File: src/rtl/vga_timing_pkg.sv
`default_nettype none
// ============================================================================
// Module      : vga_timing_pkg
// Description : Default 640x480@60 timing constants, the coordinate width,
//               the sync/blank flag bundle carried through the latency
//               delay line, and a count-window compare helper.
// Revision    : 1.0 - initial release
// ============================================================================
package vga_timing_pkg;

    localparam int COORD_W  = 10;

    localparam int H_ACTIVE = 640;
    localparam int H_FRONT  = 16;
    localparam int H_SYNC   = 96;
    localparam int H_BACK   = 48;
    localparam int V_ACTIVE = 480;
    localparam int V_FRONT  = 10;
    localparam int V_SYNC   = 2;
    localparam int V_BACK   = 33;

    localparam int H_TOTAL  = H_ACTIVE + H_FRONT + H_SYNC + H_BACK;
    localparam int V_TOTAL  = V_ACTIVE + V_FRONT + V_SYNC + V_BACK;

    localparam int MAX_X_PIXEL_COORD = H_ACTIVE - 1;
    localparam int MAX_Y_PIXEL_COORD = V_ACTIVE - 1;

    // Raw (undelayed, active-high) timing flags; travel together so that
    // blank and both syncs keep identical latency to the pins.
    typedef struct packed {
        logic active;
        logic hsync;
        logic vsync;
    } timing_flags_t;

    // True when start <= count < start+len. One extra bit on the upper
    // bound so the sum can never wrap.
    function automatic logic in_window(
        input logic [COORD_W-1:0] count,
        input logic [COORD_W-1:0] start,
        input logic [COORD_W-1:0] len
    );
        logic [COORD_W:0] w_end;
        w_end = {1'b0, start} + {1'b0, len};
        return ({1'b0, count} >= {1'b0, start}) && ({1'b0, count} < w_end);
    endfunction

endpackage
`default_nettype wire

File: src/rtl/signal_delay_line.sv
`default_nettype none
// ============================================================================
// Module      : signal_delay_line
// Description : DEPTH-stage shift register of WIDTH-bit words with
//               asynchronous active-low clear.
//   i_clk   in   1      clock, rising edge
//   i_rst_n in   1      asynchronous active-low clear of every stage
//   i_data  in   WIDTH  word entering stage 0
//   o_data  out  WIDTH  word after DEPTH clocks
//   o_tap   out  WIDTH  word after DEPTH-1 clocks (i_data when DEPTH=1)
// Revision    : 1.0 - initial release
// ============================================================================
module signal_delay_line #(
    parameter int WIDTH = 1,
    parameter int DEPTH = 1
) (
    input  logic             i_clk,
    input  logic             i_rst_n,
    input  logic [WIDTH-1:0] i_data,
    output logic [WIDTH-1:0] o_data,
    output logic [WIDTH-1:0] o_tap
);

    logic [WIDTH-1:0] r_stage [DEPTH];

    always_ff @(posedge i_clk or negedge i_rst_n) begin
        if (!i_rst_n) begin
            for (int i = 0; i < DEPTH; i++) begin
                r_stage[i] <= '0;
            end
        end else begin
            r_stage[0] <= i_data;
            for (int i = 1; i < DEPTH; i++) begin
                r_stage[i] <= r_stage[i-1];
            end
        end
    end

    assign o_data = r_stage[DEPTH-1];

    // The penultimate tap lets a downstream register consume the word one
    // clock early and still present it in step with o_data.
    generate
        if (DEPTH == 1) begin : g_tap_input
            assign o_tap = i_data;
        end else begin : g_tap_stage
            assign o_tap = r_stage[DEPTH-2];
        end
    endgenerate

endmodule
`default_nettype wire

File: src/rtl/vga_timing_generator.sv
`default_nettype none
// ============================================================================
// Module      : vga_timing_generator
// Description : Walks pixel coordinates over a VGA frame for a pixel source,
//               registers the returned colour to the DAC and generates
//               hsync/vsync/blank aligned to the colour latency.
//   clock_i          in   1   pixel clock, rising edge
//   reset_i          in   1   asynchronous active-low reset
//   x_pixel_coord_o  out  10  column to pixel source (held at last visible)
//   y_pixel_coord_o  out  10  row to pixel source (held at last visible)
//   active_o         out  1   coordinate lies inside the visible area
//   frame_start_o    out  1   one-clock pulse at h=0, v=0
//   red/green/blue_i in   8   colour, PIXEL_LATENCY clocks after coordinate
//   vga_*_o colour   out  8   registered colour, 0 when blanked
//   vga_hsync_n_o    out  1   active-low horizontal sync
//   vga_vsync_n_o    out  1   active-low vertical sync
//   vga_blank_n_o    out  1   low during blanking
// Revision    : 1.0 - initial release
// ============================================================================
module vga_timing_generator #(
    parameter int H_ACTIVE      = vga_timing_pkg::H_ACTIVE,
    parameter int H_FRONT       = vga_timing_pkg::H_FRONT,
    parameter int H_SYNC        = vga_timing_pkg::H_SYNC,
    parameter int H_BACK        = vga_timing_pkg::H_BACK,
    parameter int V_ACTIVE      = vga_timing_pkg::V_ACTIVE,
    parameter int V_FRONT       = vga_timing_pkg::V_FRONT,
    parameter int V_SYNC        = vga_timing_pkg::V_SYNC,
    parameter int V_BACK        = vga_timing_pkg::V_BACK,
    parameter int PIXEL_LATENCY = 1
) (
    input  logic                                clock_i,
    input  logic                                reset_i,
    output logic [vga_timing_pkg::COORD_W-1:0]  x_pixel_coord_o,
    output logic [vga_timing_pkg::COORD_W-1:0]  y_pixel_coord_o,
    output logic                                active_o,
    output logic                                frame_start_o,
    input  logic [7:0]                          red_i,
    input  logic [7:0]                          green_i,
    input  logic [7:0]                          blue_i,
    output logic [7:0]                          vga_red_o,
    output logic [7:0]                          vga_green_o,
    output logic [7:0]                          vga_blue_o,
    output logic                                vga_hsync_n_o,
    output logic                                vga_vsync_n_o,
    output logic                                vga_blank_n_o
);

    import vga_timing_pkg::*;

    localparam int c_H_TOTAL = H_ACTIVE + H_FRONT + H_SYNC + H_BACK;
    localparam int c_V_TOTAL = V_ACTIVE + V_FRONT + V_SYNC + V_BACK;
    localparam int c_DEPTH   = PIXEL_LATENCY + 1;

    localparam logic [COORD_W-1:0] c_H_LAST   = COORD_W'(c_H_TOTAL - 1);
    localparam logic [COORD_W-1:0] c_V_LAST   = COORD_W'(c_V_TOTAL - 1);
    localparam logic [COORD_W-1:0] c_H_ACTIVE = COORD_W'(H_ACTIVE);
    localparam logic [COORD_W-1:0] c_V_ACTIVE = COORD_W'(V_ACTIVE);
    localparam logic [COORD_W-1:0] c_MAX_X    = COORD_W'(H_ACTIVE - 1);
    localparam logic [COORD_W-1:0] c_MAX_Y    = COORD_W'(V_ACTIVE - 1);
    localparam logic [COORD_W-1:0] c_HS_START = COORD_W'(H_ACTIVE + H_FRONT);
    localparam logic [COORD_W-1:0] c_HS_LEN   = COORD_W'(H_SYNC);
    localparam logic [COORD_W-1:0] c_VS_START = COORD_W'(V_ACTIVE + V_FRONT);
    localparam logic [COORD_W-1:0] c_VS_LEN   = COORD_W'(V_SYNC);

    logic [COORD_W-1:0] r_h_count;
    logic [COORD_W-1:0] r_v_count;
    logic [COORD_W-1:0] w_h_next;
    logic [COORD_W-1:0] w_v_next;
    logic [COORD_W-1:0] r_x_coord;
    logic [COORD_W-1:0] r_y_coord;
    logic               r_active;
    logic               r_frame_start;

    timing_flags_t      w_raw_flags;
    timing_flags_t      w_dly_flags;
    timing_flags_t      w_tap_flags;
    logic [2:0]         w_raw_bits;
    logic [2:0]         w_dly_bits;
    logic [2:0]         w_tap_bits;
    logic               w_unused_tap;

    logic [7:0]         r_red;
    logic [7:0]         r_green;
    logic [7:0]         r_blue;

    // ------------------------------------------------------------------
    // Raster counters. v advances and wraps on the same edge as the h wrap.
    // ------------------------------------------------------------------
    always_comb begin
        w_h_next = r_h_count + COORD_W'(1);
        w_v_next = r_v_count;
        if (r_h_count == c_H_LAST) begin
            w_h_next = '0;
            w_v_next = (r_v_count == c_V_LAST) ? '0 : r_v_count + COORD_W'(1);
        end
    end

    // Coordinates, active and frame_start are derived from the next count
    // values so they are registered yet stay in step with the counters.
    always_ff @(posedge clock_i or negedge reset_i) begin
        if (!reset_i) begin
            r_h_count     <= '0;
            r_v_count     <= '0;
            r_x_coord     <= '0;
            r_y_coord     <= '0;
            r_active      <= 1'b0;
            r_frame_start <= 1'b0;
        end else begin
            r_h_count     <= w_h_next;
            r_v_count     <= w_v_next;
            r_x_coord     <= (w_h_next < c_H_ACTIVE) ? w_h_next : c_MAX_X;
            r_y_coord     <= (w_v_next < c_V_ACTIVE) ? w_v_next : c_MAX_Y;
            r_active      <= (w_h_next < c_H_ACTIVE) && (w_v_next < c_V_ACTIVE);
            r_frame_start <= (w_h_next == '0) && (w_v_next == '0);
        end
    end

    assign x_pixel_coord_o = r_x_coord;
    assign y_pixel_coord_o = r_y_coord;
    assign active_o        = r_active;
    assign frame_start_o   = r_frame_start;

    // ------------------------------------------------------------------
    // Sync/blank alignment. r_active (not a fresh compare) feeds the line
    // so the delayed blank is also low while held in reset.
    // ------------------------------------------------------------------
    always_comb begin
        w_raw_flags        = '0;
        w_raw_flags.active = r_active;
        w_raw_flags.hsync  = in_window(r_h_count, c_HS_START, c_HS_LEN);
        w_raw_flags.vsync  = in_window(r_v_count, c_VS_START, c_VS_LEN);
    end

    assign w_raw_bits = w_raw_flags;

    signal_delay_line #(
        .WIDTH (3),
        .DEPTH (c_DEPTH)
    ) u_flag_delay (
        .i_clk   (clock_i),
        .i_rst_n (reset_i),
        .i_data  (w_raw_bits),
        .o_data  (w_dly_bits),
        .o_tap   (w_tap_bits)
    );

    assign w_dly_flags  = timing_flags_t'(w_dly_bits);
    assign w_tap_flags  = timing_flags_t'(w_tap_bits);
    assign w_unused_tap = w_tap_flags.hsync ^ w_tap_flags.vsync;

    // ------------------------------------------------------------------
    // Colour register. Incoming colour is PIXEL_LATENCY clocks behind its
    // coordinate, so it is gated by the active flag of that same age (the
    // penultimate tap); after this register both land on the pins together.
    // ------------------------------------------------------------------
    always_ff @(posedge clock_i or negedge reset_i) begin
        if (!reset_i) begin
            r_red   <= '0;
            r_green <= '0;
            r_blue  <= '0;
        end else if (w_tap_flags.active) begin
            r_red   <= red_i;
            r_green <= green_i;
            r_blue  <= blue_i;
        end else begin
            r_red   <= '0;
            r_green <= '0;
            r_blue  <= '0;
        end
    end

    assign vga_red_o     = r_red;
    assign vga_green_o   = r_green;
    assign vga_blue_o    = r_blue;
    assign vga_hsync_n_o = ~w_dly_flags.hsync;
    assign vga_vsync_n_o = ~w_dly_flags.vsync;
    assign vga_blank_n_o = w_dly_flags.active;

endmodule
`default_nettype wire

File: config.mk
export PLATFORM = sky130hd
export DESIGN_NAME = vga_timing_generator
export DESIGN_NICKNAME = d
export VERILOG_FILES = /design/src/rtl/vga_timing_pkg.sv /design/src/rtl/signal_delay_line.sv /design/src/rtl/vga_timing_generator.sv
export SDC_FILE = /design/constraint.sdc
export NUM_CORES = 1
export LEC_CHECK = 0
export ABC_AREA = 0
export BUFFER_PORTS_ARGS = -buffer_cell sky130_fd_sc_hd__clkbuf_2
export CORE_ASPECT_RATIO = 0.7
export CORE_MARGIN = 2
export CORE_UTILIZATION = 59
export CTS_BUF_LIST = sky130_fd_sc_hd__clkbuf_8
export DETAILED_ROUTE_END_ITERATION = 10
export PLACE_DENSITY = 0.87
export SYNTH_ARGS = -nofsm -noshare
export SYNTH_HDL_FRONTEND = slang
export SYNTH_SLANG_ARGS = --single-unit
File: constraint.sdc
create_clock -name clock_i -period 3.5 [get_ports clock_i]
set_input_delay 0 -clock clock_i [delete_from_list [all_inputs] [get_ports clock_i]]
set_output_delay 0 -clock clock_i [all_outputs]
set_load 0.01 [all_outputs]
### Yosys cells after proc, flatten, opt, wreduce, memory -nomap -nowiden

Cells that the tools add are included.

| storage, ports and cells | value |
|---|---|
| input port bits | 26 |
| word-level logic and storage cells | 37 |
| register bits | 72 |
| output and inout bits | 49 |

| operators by class | value |
|---|---|
| bitwise logic cells | 2 |
| reductions and logical operators | 6 |
| eq/ne operators | 2 |
| order comparisons | 6 |
| mux-type cells | 8 |
| add/subtract/negate cells | 2 |

Operators with widths:

| operator | number |
|---|---|
| two-way mux 10 bit | 5 |
| two-way mux 8 bit | 3 |
| adder 10 x 1 -> 10 bit (second input constant) | 2 |
| equality test 10 bit (second input constant) | 2 |
| zero test 10 bit | 2 |
| less-than comparator 10 bit (second input constant) | 2 |
| less-than comparator 10 x 9 -> 1 bit (second input constant) | 2 |
| >= comparator 10 bit (second input constant) | 1 |
| >= comparator 10 x 9 -> 1 bit (second input constant) | 1 |
| logical AND 1 bit | 4 |
| inverter 1 bit | 2 |

### Longest topological paths before layout

| depth | value |
|---|---|
| depth in word-level cells | 5 |
| depth in mapped cells | 8 |
| mapped depth without buffers | 8 |

### Cells and area by module

Synthesis repeated with hierarchy kept, for this count alone.

| unflattened totals | value |
|---|---|
| cells, all modules | 258 |
| area, all modules | 3001.6 um^2 |

Modules (own cells, without submodules):

| module | instances | area an instance (um^2) | cells each | sequential area each (um^2) |
|---|---|---|---|---|
| vga_timing_generator | 1 | 2851.5 | 252 | 1651.6 |
| signal_delay_line | 1 | 150.1 | 6 | 150.1 |

### Worst setup path before layout

Ideal clock, no wire load.

| timing path | value |
|---|---|
| kind | reg-to-reg |
| from | register r_h_count[0] |
| to | register r_y_coord[0], in the netlist y_pixel_coord_o[0] |
| required time | 3.376 ns |
| stages on the path, launching flop included | 9 |
| path buffers | 1 |
| library setup time | 0.124 ns |
| period minus slack after synthesis | 2.106 ns |
| setup slack | 1.394 ns |
| arrival time | 1.982 ns |
| cells stage by stage | dfrtp_1 ha_1 buf_2 nand4_1 or3_1 o31a_1 o21ai_2 inv_2 a211o_1 |

| on the way | value |
|---|---|
| cells in the longest elaborated chain, start to end | 4 |

RTL lines:

| element | RTL line | source |
|---|---|---|
| from (decl) | vga_timing_generator.sv:65 | `logic [COORD_W-1:0] r_h_count;` |
| from (signal assigned) | vga_timing_generator.sv:109 | `r_h_count <= w_h_next;` |
| equality test 10 bit | vga_timing_generator.sv:92 | `if (r_h_count == c_H_LAST) begin` |
| two-way mux 10 bit | vga_timing_generator.sv:92 |  |
| via w_v_next[9] | vga_timing_generator.sv:68 | `logic [COORD_W-1:0] w_v_next;` |
| less-than comparator 10 x 9 -> 1 bit | vga_timing_generator.sv:112 | `r_y_coord <= (w_v_next < c_V_ACTIVE) ? w_v_next : c_MAX_Y;` |
| two-way mux 10 bit | vga_timing_generator.sv:112 |  |
| to (signal assigned) | vga_timing_generator.sv:112 |  |
| to (decl) | vga_timing_generator.sv:70 | `logic [COORD_W-1:0] r_y_coord;` |

The timed path passes the listed nets, and every way through them passes these cells.

### Final worst setup path

| timing path | value |
|---|---|
| from | register r_h_count[1] |
| to | register r_frame_start, in the netlist frame_start_o |

| on the way | value |
|---|---|
| cells in the longest elaborated chain, start to end | 4 |
| elaborated cells on any way between the ends | 7 |
| classes of those cells | 1 x add/sub; 1 x eq/ne; 2 x mux; 3 x reduce/logical |

RTL lines:

| element | RTL line | source |
|---|---|---|
| adder 10 x 1 -> 10 bit / equality test 10 bit (equally long branches) | vga_timing_generator.sv:90, vga_timing_generator.sv:92 |  |
| two-way mux 10 bit | vga_timing_generator.sv:92 |  |
| zero test 10 bit | vga_timing_generator.sv:114 | `r_frame_start <= (w_h_next == '0) && (w_v_next == '0);` |
| logical AND 1 bit (*) | vga_timing_generator.sv:114 |  |
| to (signal assigned) | vga_timing_generator.sv:114 |  |
| to (decl) | vga_timing_generator.sv:72 | `logic r_frame_start;` |

Mark *: on every way between the ends. The rest lies on a longest branch, timed or not.

==> metrics <==
status completed; drt drc 0; antenna cells 0; crit path to frame_start_o; first-pass GRT wire length 11.8 mm; WP data required 3750 ps; pre-CTS setup slack 922 ps; number of synthesized flops with an enable pin 0; die height 64.0 microns; Async SR Flop Fraction 100%; largest cells by area after synthesis dfrtp_1 59%, and2_1 6.2%, xnor2_1 2.3%, ha_1 2.1%, nand4_1 1.9%; pin count of the biggest net entering global routing 38; Final ANT Viol Nets 0; synthesized area 3030 sq um; Total GRT Usage 28.4%; cell chain of the critical path ha_1, nand3_1, nor3_2, nand2_1, a311o_1, nor4_2; aggregate global routing overflow 0; worst-path fanout max 14; worst path bufs/invs 0; sequential power share 53.6%; Netlist cell types 51; Post-DP HPWL 4.95 mm; fin crit share 76.7%; Boundary Pins 75; H-tree levels 3; commonest non-fill, non-tap cell in the layout clkbuf_2; Die X 89.7 microns; max-slew violations 0; Max Cap Viol 0; CTS Sinks 72; element type at the critical path end flip-flop; Clk pwr share 41.0%; Mapped Nets 291; slack of the critical path 817 ps; Total Nets Final 392; synth warn 0; Setup CP Type flip-flop to flip-flop; clk_skew 10.7 ps; clk_lat worst skew 360 ps; initial antenna violation count 0; area leader, netlist dfrtp_1; Synth Instances 260; peak supply drop 0.350 mV; Min-Delay Path Class input pin to asynchronous set/reset pin; critical path's top delay family simple AND/OR/NAND/NOR gates; drt via density 5.57; Leak 0.00194 uW; Core Box Area 4860 sq um; total CTS buffers 9; sequential fraction of the synthesis area 59.4%; Final min period 2680 ps; cell count along the critical path 6; Worst Path Arrival 2930 ps; Internal Pwr Total 1240 uW; PortBufs 74; Setup crit start kind flip-flop; RR Endpoint frame_start_o; Mapped Avg Cell Area 11.7 sq um; Layout Utilization 80.2%; Worst Setup SP r_h_count[1]; switching part of the total 22.1%; unrepaired setup endpoints after global routing false; root buffer cell clkbuf_8; DRT iter0 DRCs 237; Total Neg Setup Slack 0 ps; Reg2Reg Depth 6; CP max stage cell nor3_2; final setup fails 0; DR vias 2423; GP Congestion 0.931; Psw 351 uW; final hold violations 0; Yosys top cell area share 59.4%; total iterations of the first detailed-routing run 5; reg2reg start r_h_count[1]; register bit total from synthesis 72; final WL 7.35 mm; Slew HR 38.2%; routed length per placed instance 16.9 microns; most frequent cells in the layout 73 x clkbuf_2, 72 x dfrtp_1, 30 x and2_1; Worst-Margin Slew 921 ps; Layout area overhead 28.6%; R2R setup slack 820 ps; Initial Util 62.4%; Clock Path Buffers 2; Reg clk slew, reported paths 80 ps; Gate power share 5.4%; DIE AREA 5740 sq um; PwrDens 407 nW/um^2; layout cells sized above 1 27.0%; ys flop type dfrtp_1; Critical Path Max Stage Delay 760 ps; vias in the first global route 2346; row count 21; CTS tree done; FMAX 0.373 GHz
[area by class of cell]
type	count	area (sq um)
Clock buffer	10	138
Clock inverter	6	60.1
Fill cell	302	963
Inverter	14	52.6
Multi-Input combinational cell	164	1130
Sequential cell	72	1800
Tap cell	69	86.3
Timing Repair Buffer	100	628
[power by group through the flow]
stage	Sequential (uW)	Combinational, uW	Clock [uW]
3_5_place_dp	866	63.8	0
5_1_grt	851	95.8	697
6_report	850	86.0	650
2_1_floorplan	874	9.44	0
4_1_cts	850	85.4	659
3_3_place_gp	865	61.1	0
[sequential cells by signal (all words and copies together) (netlist names)]
register and flops:
active_o 1, frame_start_o 1, r_h_count 10, r_v_count 10, u_flag_delay.o_data 3, u_flag_delay.o_tap 3
vga_blue_o 8, vga_green_o 8, vga_red_o 8, x_pixel_coord_o 10, y_pixel_coord_o 10
[synth_stat cells (3+ instances only)]
cell type,count
or3_1,5
nor4_1,6
and2_1,30
o21ai_0,11
nand2_1,10
and3_1,6
nand4_1,9
nand2b_1,5
a21oi_1,6
ha_1,5
nor2_1,8
xnor2_1,8
xor2_1,4
clkbuf_1,3
a211o_1,3
o211ai_1,3
buf_2,5
inv_1,13
dfrtp_1,72
nand3_1,11
[kinds of logic (layout without fill, tap and decap cells)]
| group | Yosys count | in the layout | synth area share, % |
|---|---|---|---|
| compound gates | 41 | 41 | 9.41 |
| xor+xnor | 12 | 12 | 3.47 |
| fa+ha+maj | 5 | 5 | 2.06 |
| buf+inv | 24 | 130 | 3.26 |
| flops | 72 | 72 | 59.4 |
| other cells | 1 | 1 | 0.124 |
| simple gates | 105 | 105 | 22.2 |
[routing by layer]
metal / wire length [microns] / global-route usage, % / share of wire (%)
met4: 100 / 8.77 / 1.4
met1: 3150 / 41.5 / 43
met5: 0 / 0 / 0
met2: 3440 / 41.4 / 47
met3: 661 / 7.75 / 9.0
[worst reg2reg max path: stages, from the launching register on]
cell and delay (ps):
dfrtp_1 450, ha_1 340, nand3_1 240, nor3_2 760, nand2_1 240, a311o_1 330, nor4_2 230
[worst min path at each step]
stage,to,slack [ps],cells past startpoint
floorplan,active_o,-300,0
global placement,x_pixel_coord_o[7],100,1
detailed placement,x_pixel_coord_o[7],120,1
CTS,x_pixel_coord_o[7],280,2
global route,r_h_count[7],320,2
finish,r_h_count[7],240,2
[stage by stage]
stage | cell area [sq um] | power [uW] | hold slack, ps | std cells
after floorplan | 3030 | 884 | -296 | 260
after global placement | 3450 | 927 | 101 | 394
after detailed placement | 3450 | 930 | 123 | 394
after CTS | 3900 | 1590 | 276 | 435
after global routing | 3900 | 1640 | 324 | 435
final | 3900 | 1590 | 245 | 435
[what timing repair did]
action | 4_1_cts | 5_1_grt
setup buffers | 0 | 0
endpoints found under the hold margin | 59 | 0
resized for setup | 0 | 0
hold buffers | 25 | 0
Note: power is estimated with default switching activity, not from simulation.
